==> src/rtl/combo_lock_ctrl.sv <==
// Combination-lock controller: compares a keypad digit stream against a programmable code,
// with timed unlock window, wrong-attempt counter and timed alarm lockout.
// Optional entry idle abort is enabled by defining ENTRY_TIMEOUT_EN.
module combo_lock_ctrl #(
  parameter int N_DIGITS       = 4,
  parameter int DIGIT_W        = 4,
  parameter int MAX_TRIES      = 3,
  parameter int UNLOCK_CYCLES  = 16,
  parameter int LOCKOUT_CYCLES = 32,
  parameter int TIMEOUT_CYCLES = 64
) (
  input  logic                                  clk_i,
  input  logic                                  rst_i,
  // digit_valid_i is a single-cycle strobe with no back-pressure: the digit on digit_i
  // is consumed on the rising edge that samples digit_valid_i high, or dropped if the
  // current state ignores keypad input.
  input  logic [DIGIT_W-1:0]                    digit_i,
  input  logic                                  digit_valid_i,
  input  logic [N_DIGITS*DIGIT_W-1:0]           code_i,
  input  logic                                  relock_i,
  output logic [1:0]                            output_o,
  output logic [$clog2(N_DIGITS+1)-1:0]         digit_count_o,
  output logic [$clog2(MAX_TRIES+1)-1:0]        fail_count_o,
  output logic [1:0]                            state_o
);

  localparam int DC_W  = $clog2(N_DIGITS + 1);
  localparam int FC_W  = $clog2(MAX_TRIES + 1);
  localparam int T_MAX = (UNLOCK_CYCLES > LOCKOUT_CYCLES) ?
                         ((UNLOCK_CYCLES > TIMEOUT_CYCLES) ? UNLOCK_CYCLES : TIMEOUT_CYCLES) :
                         ((LOCKOUT_CYCLES > TIMEOUT_CYCLES) ? LOCKOUT_CYCLES : TIMEOUT_CYCLES);
  localparam int T_W   = $clog2(T_MAX + 1);

  typedef enum logic [1:0] {
    S_ENTRY = 2'b00,
    S_ALARM = 2'b01,
    S_OPEN  = 2'b10
  } state_t;

  state_t            state_q;
  logic [DC_W-1:0]   dc_q;
  logic [FC_W-1:0]   fc_q;
  logic [T_W-1:0]    timer_q;
  logic              miss_q;

  logic [DIGIT_W-1:0] code_digit;
  logic               digit_match;
  logic               last_digit;
  logic               attempt_miss;
  int                 fail_next;

  always_comb begin
    code_digit = '0;
    for (int k = 0; k < N_DIGITS; k++) begin
      if (dc_q == DC_W'(k)) code_digit = code_i[k*DIGIT_W +: DIGIT_W];
    end
  end

  assign digit_match  = (digit_i == code_digit);
  assign last_digit   = (dc_q == DC_W'(N_DIGITS - 1));
  assign attempt_miss = miss_q | ~digit_match;
  assign fail_next    = int'(fc_q) + 1;

  // One timer serves the unlock window, the lockout and (when enabled) the entry idle
  // abort; the three never run at the same time, so every transition restarts it at 0.
  always_ff @(posedge clk_i or posedge rst_i) begin
    if (rst_i) begin
      state_q <= S_ENTRY;
      dc_q    <= '0;
      fc_q    <= '0;
      timer_q <= '0;
      miss_q  <= 1'b0;
    end else begin
      case (state_q)
        S_ENTRY: begin
          if (digit_valid_i) begin
            timer_q <= '0;
            if (last_digit) begin
              dc_q   <= '0;
              miss_q <= 1'b0;
              if (!attempt_miss) begin
                state_q <= S_OPEN;
                fc_q    <= '0;
              end else if (fail_next < MAX_TRIES) begin
                fc_q <= fc_q + 1'b1;
              end else begin
                state_q <= S_ALARM;
                fc_q    <= FC_W'(MAX_TRIES);
              end
            end else begin
              dc_q   <= dc_q + 1'b1;
              miss_q <= attempt_miss;
            end
          end
`ifdef ENTRY_TIMEOUT_EN
          else if (dc_q != '0) begin
            // An abort only discards the partial entry; it is not a failed attempt.
            if (timer_q == T_W'(TIMEOUT_CYCLES - 1)) begin
              dc_q    <= '0;
              miss_q  <= 1'b0;
              timer_q <= '0;
            end else begin
              timer_q <= timer_q + 1'b1;
            end
          end else begin
            timer_q <= '0;
          end
`endif
        end
        S_OPEN: begin
          if (relock_i || timer_q == T_W'(UNLOCK_CYCLES - 1)) begin
            state_q <= S_ENTRY;
            timer_q <= '0;
            dc_q    <= '0;
          end else begin
            timer_q <= timer_q + 1'b1;
          end
        end
        S_ALARM: begin
          if (timer_q == T_W'(LOCKOUT_CYCLES - 1)) begin
            state_q <= S_ENTRY;
            timer_q <= '0;
            dc_q    <= '0;
            fc_q    <= '0;
          end else begin
            timer_q <= timer_q + 1'b1;
          end
        end
        default: begin
          state_q <= S_ENTRY;
          dc_q    <= '0;
          fc_q    <= '0;
          timer_q <= '0;
          miss_q  <= 1'b0;
        end
      endcase
    end
  end

  always_comb begin
    output_o = 2'b00;
    case (state_q)
      S_OPEN:  output_o = 2'b10;
      S_ALARM: output_o = 2'b01;
      default: output_o = 2'b00;
    endcase
  end

  assign state_o       = state_q;
  assign digit_count_o = dc_q;
  assign fail_count_o  = fc_q;

endmodule

==> config.mk <==
export PLATFORM = sky130hd
export DESIGN_NAME = combo_lock_ctrl
export DESIGN_NICKNAME = d
export VERILOG_FILES = /design/src/rtl/combo_lock_ctrl.sv
export SDC_FILE = /design/constraint.sdc
export NUM_CORES = 1
export LEC_CHECK = 0
export CORE_MARGIN = 10
export CORE_UTILIZATION = 47
export CTS_BUF_LIST = sky130_fd_sc_hd__clkbuf_2 sky130_fd_sc_hd__clkbuf_4 sky130_fd_sc_hd__clkbuf_8
export CTS_CLUSTER_SIZE = 12
export DETAILED_ROUTE_END_ITERATION = 10
export PLACE_DENSITY_LB_ADDON = 0.25
export SLEW_MARGIN = 20
export SYNTH_ARGS = -nofsm -noshare
export SYNTH_HDL_FRONTEND = slang
export SYNTH_SLANG_ARGS = --single-unit
==> constraint.sdc <==
create_clock -name clk_i -period 3.69 [get_ports clk_i]
set_input_delay 0.369 -clock clk_i [delete_from_list [all_inputs] [get_ports clk_i]]
set_output_delay 0.369 -clock clk_i [all_outputs]
set_load 0.01 [all_outputs]
[Yosys cells after proc, flatten, opt, wreduce, memory -nomap -nowiden]
Cells that the tools add are included.
Word-level totals
  logic and storage cells: 64
  register bits: 15
  output and inout port bits: 9
  input bits: 24
Cells by class
  add/sub/neg operators: 4
  mux-type cells: 29
  reduce and logical (&&, ||, !) cells: 8
  order comparisons: 1
  equal/unequal tests: 13
  bitwise logic cells: 4
Operators by type and width (count)
  2-to-1 mux 7 bit: 3
  case mux 7 bit (3 select lines): 1
  2-to-1 mux 2 bit: 10
  2-to-1 mux 4 bit: 4
  2-to-1 mux 3 bit: 4
  case mux 2 bit (3 select lines): 2
  case mux 3 bit (3 select lines): 1
  inequality test 2 bit (second input constant): 4
  adder 7 x 1 -> 7 bit (second input constant): 1
  equality test 7 x 4 -> 1 bit (second input constant): 1
  equality test 7 x 5 -> 1 bit (second input constant): 1
  equality test 3 x 2 -> 1 bit (second input constant): 2
  AND reduction 5 bit: 1
  equality test 4 bit: 1
  case mux 2 bit (2 select lines): 1
  AND reduction 4 bit: 1
  adder 2 x 1 -> 3 bit (second input constant): 1
  adder 3 x 1 -> 3 bit (second input constant): 1
  equality test 3 x 1 -> 1 bit (second input constant): 1
  zero test 3 bit: 1
  < comparator 3 x 2 -> 1 bit (second input constant): 1
  inequality test 3 bit (second input constant): 1
  NOT 1 bit: 3
  AND reduction 3 bit: 1
  other kinds (10): 11

[Longest topological paths before layout]
  depth after elaboration: 12
  gate-level depth with buffers: 8
  gate-level depth less buffers: 7

[Worst setup path before layout]
No wires, ideal clock.
  kind: flip-flop to flip-flop
  from: reg dc_q[0] (netlist: digit_count_o[0])
  to: reg fc_q[1] (netlist: fail_count_o[1])
  arrival time: 1.865 ns
  cell stages (with the launch flop): 8
  required time: 3.539 ns
  period minus slack after synthesis: 2.017 ns
  buffers on the path: 0
  slack: 1.673 ns
  library setup time: 0.151 ns
  cell sequence: dfrtp_1 > inv_1 > ha_1 > nor2b_1 > a221oi_1 > a2111oi_0 > o41ai_1 > a311oi_1
On the way
  word-level cells in the longest chain between the ends: 12
  elaborated cells between the ends (all ways): 17
  classes of those cells: eq/ne (5); mux (8); bitwise (2); reduce/logical (2)
RTL lines
  start, declared: RTL line 41  | logic [DC_W-1:0] dc_q;
  start signal, assigned: RTL line 91  | dc_q <= dc_q + 1'b1;
  zero test 3 bit: RTL line 55  | if (dc_q == DC_W'(k)) code_digit = code_i[k*DIGIT_W +: DIGIT_W];
  2-to-1 mux 4 bit (4 in a row): RTL line 55
  equality test 4 bit: RTL line 59  | assign digit_match = (digit_i == code_digit);
  NOT 1 bit: RTL line 61  | assign attempt_miss = miss_q | ~digit_match;
  bitwise OR 1 bit: RTL line 61
  2-to-1 mux 2 bit: RTL line 81  | if (!attempt_miss) begin
  2-to-1 mux 2 bit: RTL line 78  | if (last_digit) begin
  2-to-1 mux 2 bit: RTL line 76  | if (digit_valid_i) begin
  case mux 2 bit (3 select lines): RTL line 74  | case (state_q)
  end signal, assigned: RTL line 85  | fc_q <= fc_q + 1'b1;
  end signal, assigned: RTL line 88  | fc_q <= FC_W'(MAX_TRIES);
  end, declared: RTL line 42  | logic [FC_W-1:0] fc_q;
Parallel ways exist; a longest one is shown, timed or not. The select of a mux whose other input is x is not followed.
A chain may end at the register's enable or synchronous reset.

[Worst setup path after layout]
Same ends and word-level chain as after synthesis.

==> summary.md <==
| Metric | Value |
|---|---|
| Status | `finished clean` |
| Die Wd | `a little over 70 µm` |
| Iteration-0 DRC Markers | `roughly 120` |
| Power Dens Cells | `around 580 nW/µm²` |
| Placer Congestion | `about 0.95` |
| Post-cts sizing count | `0` |
| FF+latch count, synth | `15` |
| Worst skew pair latency | `a little under 300 ps` |
| Vias | `roughly 1.2k` |
| R2R setup slack | `1330 ps` |
| Clk slew on worst S/H paths | `100 ps` |
| I/O pin count | `33` |
| Min Hold Slack | `about 430 ps` |
| ANT cells | `0` |
| CP arrival | `~2500 ps` |
| Min-delay worst type | `in -> async` |
| Die ar. | `slightly above 5000 µm²` |
| Crit path max fanout | `6` |
| Setup Viol. Count Final | `0` |
| Period minus WS final | `around 2400 ps` |
| Number of max-cap violations | `0` |
| Endpoint class of the critical path | `flip-flop` |
| Main synth FF type | `dfrtp_1` |
| Crit share post-route | `about 64%` |
| Ratio of cells with drive above 1 in the final layout | `under 10%` |
| Row cnt | `18` |
| Startpoint Class | `flip-flop` |
| Setup TNS Final | `0 ps` |
| Setup crit start | `digit_count_o[0]` |
| Final Skew | `around 13 ps` |
| Routed Antenna Nets | `0` |
| Leak pwr | `0.000641 µW` |
| Slew margin rel. | `56.9%` |
| Root Driver | `clkbuf_4` |
| Crit path kind | `reg -> reg` |
| Area added between synthesis and finish | `29.3%` |
| GR Util All Layers | `roughly an eighth` |
| CTS tree | `done` |
| WP data required | `approximately 3800 ps` |
| Port Buffers | `32` |
| Drt pass-1 iters | `4` |
| Core Region | `about 2500 µm²` |
| Die Y | `71.4 µm` |
| Initial Util | `just under 50%` |
| Hold-fix buffers, CTS | `0` |
| WL final | `3330 µm` |
| Total clock sinks | `15` |
| Vias per inst | `~6` |
| Largest net degree at the start of global routing | `16` |
| Syn Inst Count | `~150` |
| DR WL/cell | `about 16 µm` |
| Hold Vio Cnt, Final | `0` |
| Synthesized area | `1240 µm²` |
| Worst Reg-to-Reg Cells | `7` |
| Max Slew Vio Count | `0` |
| Netlist cell types | `45` |
| Syn nets | `179` |
| Synth async-reset ratio | `100%` |
| HPWL Detailed | `2600 µm` |
| Reg2Reg Launch Point | `digit_count_o[0]` |
| Worst Tran Pin Value | `about 640 ps` |
| RSZ-0062 raised after global routing | `no` |
| Seq/Total Area, Yosys | `between 30% and 40%` |
| Final net count | `about 210` |
| Setup bufs post-CTS | `0` |
| Initial antenna violation count | `0` |
| Post-route DRC | `0` |
| H-tree Lvls | `1` |
| Fmax | `0.424 GHz` |
| CTS Buffer Depth | `2` |
| Post-synth EDFFs | `0` |
| Remaining global-route overflow | `0` |
| TritonCTS buffer count | `3` |
| Syn Area/Cell | `roughly 8.4 µm²` |
| Ys Warns | `0` |
| Vias in the first global route | `1246` |
| CP Capture Point | `fail_count_o[1]` |
| Max VDD drop | `a little under 0.4 mV` |
| Reg2reg end | `fail_count_o[1]` |
| First-pass GRT wire length | `5620 µm` |
critical path, stage by stage (launching register included):
cell	delay, ps
dfrtp_1	440
inv_1	90
ha_1	220
nor2b_1	150
a221oi_1	380
a2111oi_0	130
o41ai_1	620
a311oi_1	190
sequential cells by signal, indices dropped and copies added (netlist names):
| name | flops |
|---|---|
| digit_count_o | 3 |
| fail_count_o | 2 |
| miss_q | 1 |
| state_o | 2 |
| timer_q | 7 |
worst min-delay path by stage:
stage | cells after the start | start | to | slack, ps
after floorplan | 1 | rst_i | digit_count_o[0] | 270
after global placement | 1 | timer_q[0] | timer_q[0] | 500
after detailed placement | 1 | timer_q[0] | timer_q[0] | 510
after CTS | 2 | rst_i | timer_q[4] | 450
after global routing | 2 | rst_i | digit_count_o[1] | 480
final | 2 | rst_i | digit_count_o[1] | 430
logic make-up after synthesis:
logic type               Yosys count  synth area share [%]
XOR/XNOR                           3                  2.12
AO/OA/AOI/OAI                     48                  27.1
adder cells (fa/ha/maj)            8                  8.07
buffers and inverters             15                  5.15
AND/OR/NAND/NOR                   57                  26.4
flip-flops                        15                  30.3
multiplexers                       1                 0.807
where the power goes:
part | total, µW | switching, µW | internal (µW)
clock | 95.9 | 55.5 | 40.3
sequential | 243 | 39.9 | 203
combinational | 583 | 313 | 270
metal layers:
metal / part of all wire [%] / up-vias / global-route usage, %
li1: - / 611 / -
met1: 45 / 560 / 16.1
met2: 47 / 42 / 21.4
met3: 7.0 / 5 / 3.03
met4: 0.96 / 0 / 3.66
met5: 0 / - / 0
area by class of cell:
type	count	area [µm²]
inverter	11	41.3
multi-input combinational	117	801
clock buffer	3	22.5
timing repair buffer	32	320
tap	30	37.5
sequential	15	375
fill	220	897
clock inverter	1	5.00
cells in the final DEF, fill, tap and decap left out, types with 2 or more instances in the layout:
master and instances:
inv_1 10, a221oi_1 2, nand2b_1 4, o21ai_1 10, dfrtp_1 15, a211o_1 2
nand2_1 12, a31oi_1 3, a2111oi_0 2, clkbuf_4 3, and2b_1 3, nand3b_1 4
nor2_1 6, xnor2_1 3, clkdlybuf4s50_1 32, o41a_1 2, and2_1 2, o2bb2ai_1 2
nor2b_1 6, a21oi_1 10, nand3_1 6, nor3_1 5, o21ai_0 3, and3_1 2
ha_1 8, o41ai_1 2
cells in the mapped netlist, drive strengths merged (3+ instances only):
| master | n | share of area (%) |
|---|---|---|
| nor2b | 7 | 3.7 |
| o21ai | 13 | 5.2 |
| o41ai | 3 | 2.7 |
| a31oi | 3 | 1.5 |
| inv | 11 | 3.3 |
| a21oi | 10 | 4.0 |
| ha | 8 | 8.1 |
| nand2 | 12 | 3.6 |
| xnor2 | 3 | 2.1 |
| nand2b | 4 | 2.0 |
| nand3b | 4 | 2.4 |
| nor2 | 6 | 1.8 |
| nor3 | 5 | 2.0 |
| nand3 | 6 | 2.4 |
| dfrtp | 15 | 30 |
| and2b | 3 | 1.8 |
through the flow:
stage / instances / util (%) / instance area, µm² / setup slack (ps) / total power (µW)
finish: 209 / 64.1 / 1600 / 1330 / 922
global route: 209 / 64.1 / 1600 / 1210 / 1010
CTS: 209 / 64.1 / 1600 / 1320 / 929
detailed placement: 205 / 63.0 / 1580 / 1250 / 830
global placement: 205 / 63.0 / 1580 / 1270 / 818
floorplan: 147 / - / 1240 / 1670 / 653
Note: power is estimated with default switching activity, not from simulation.
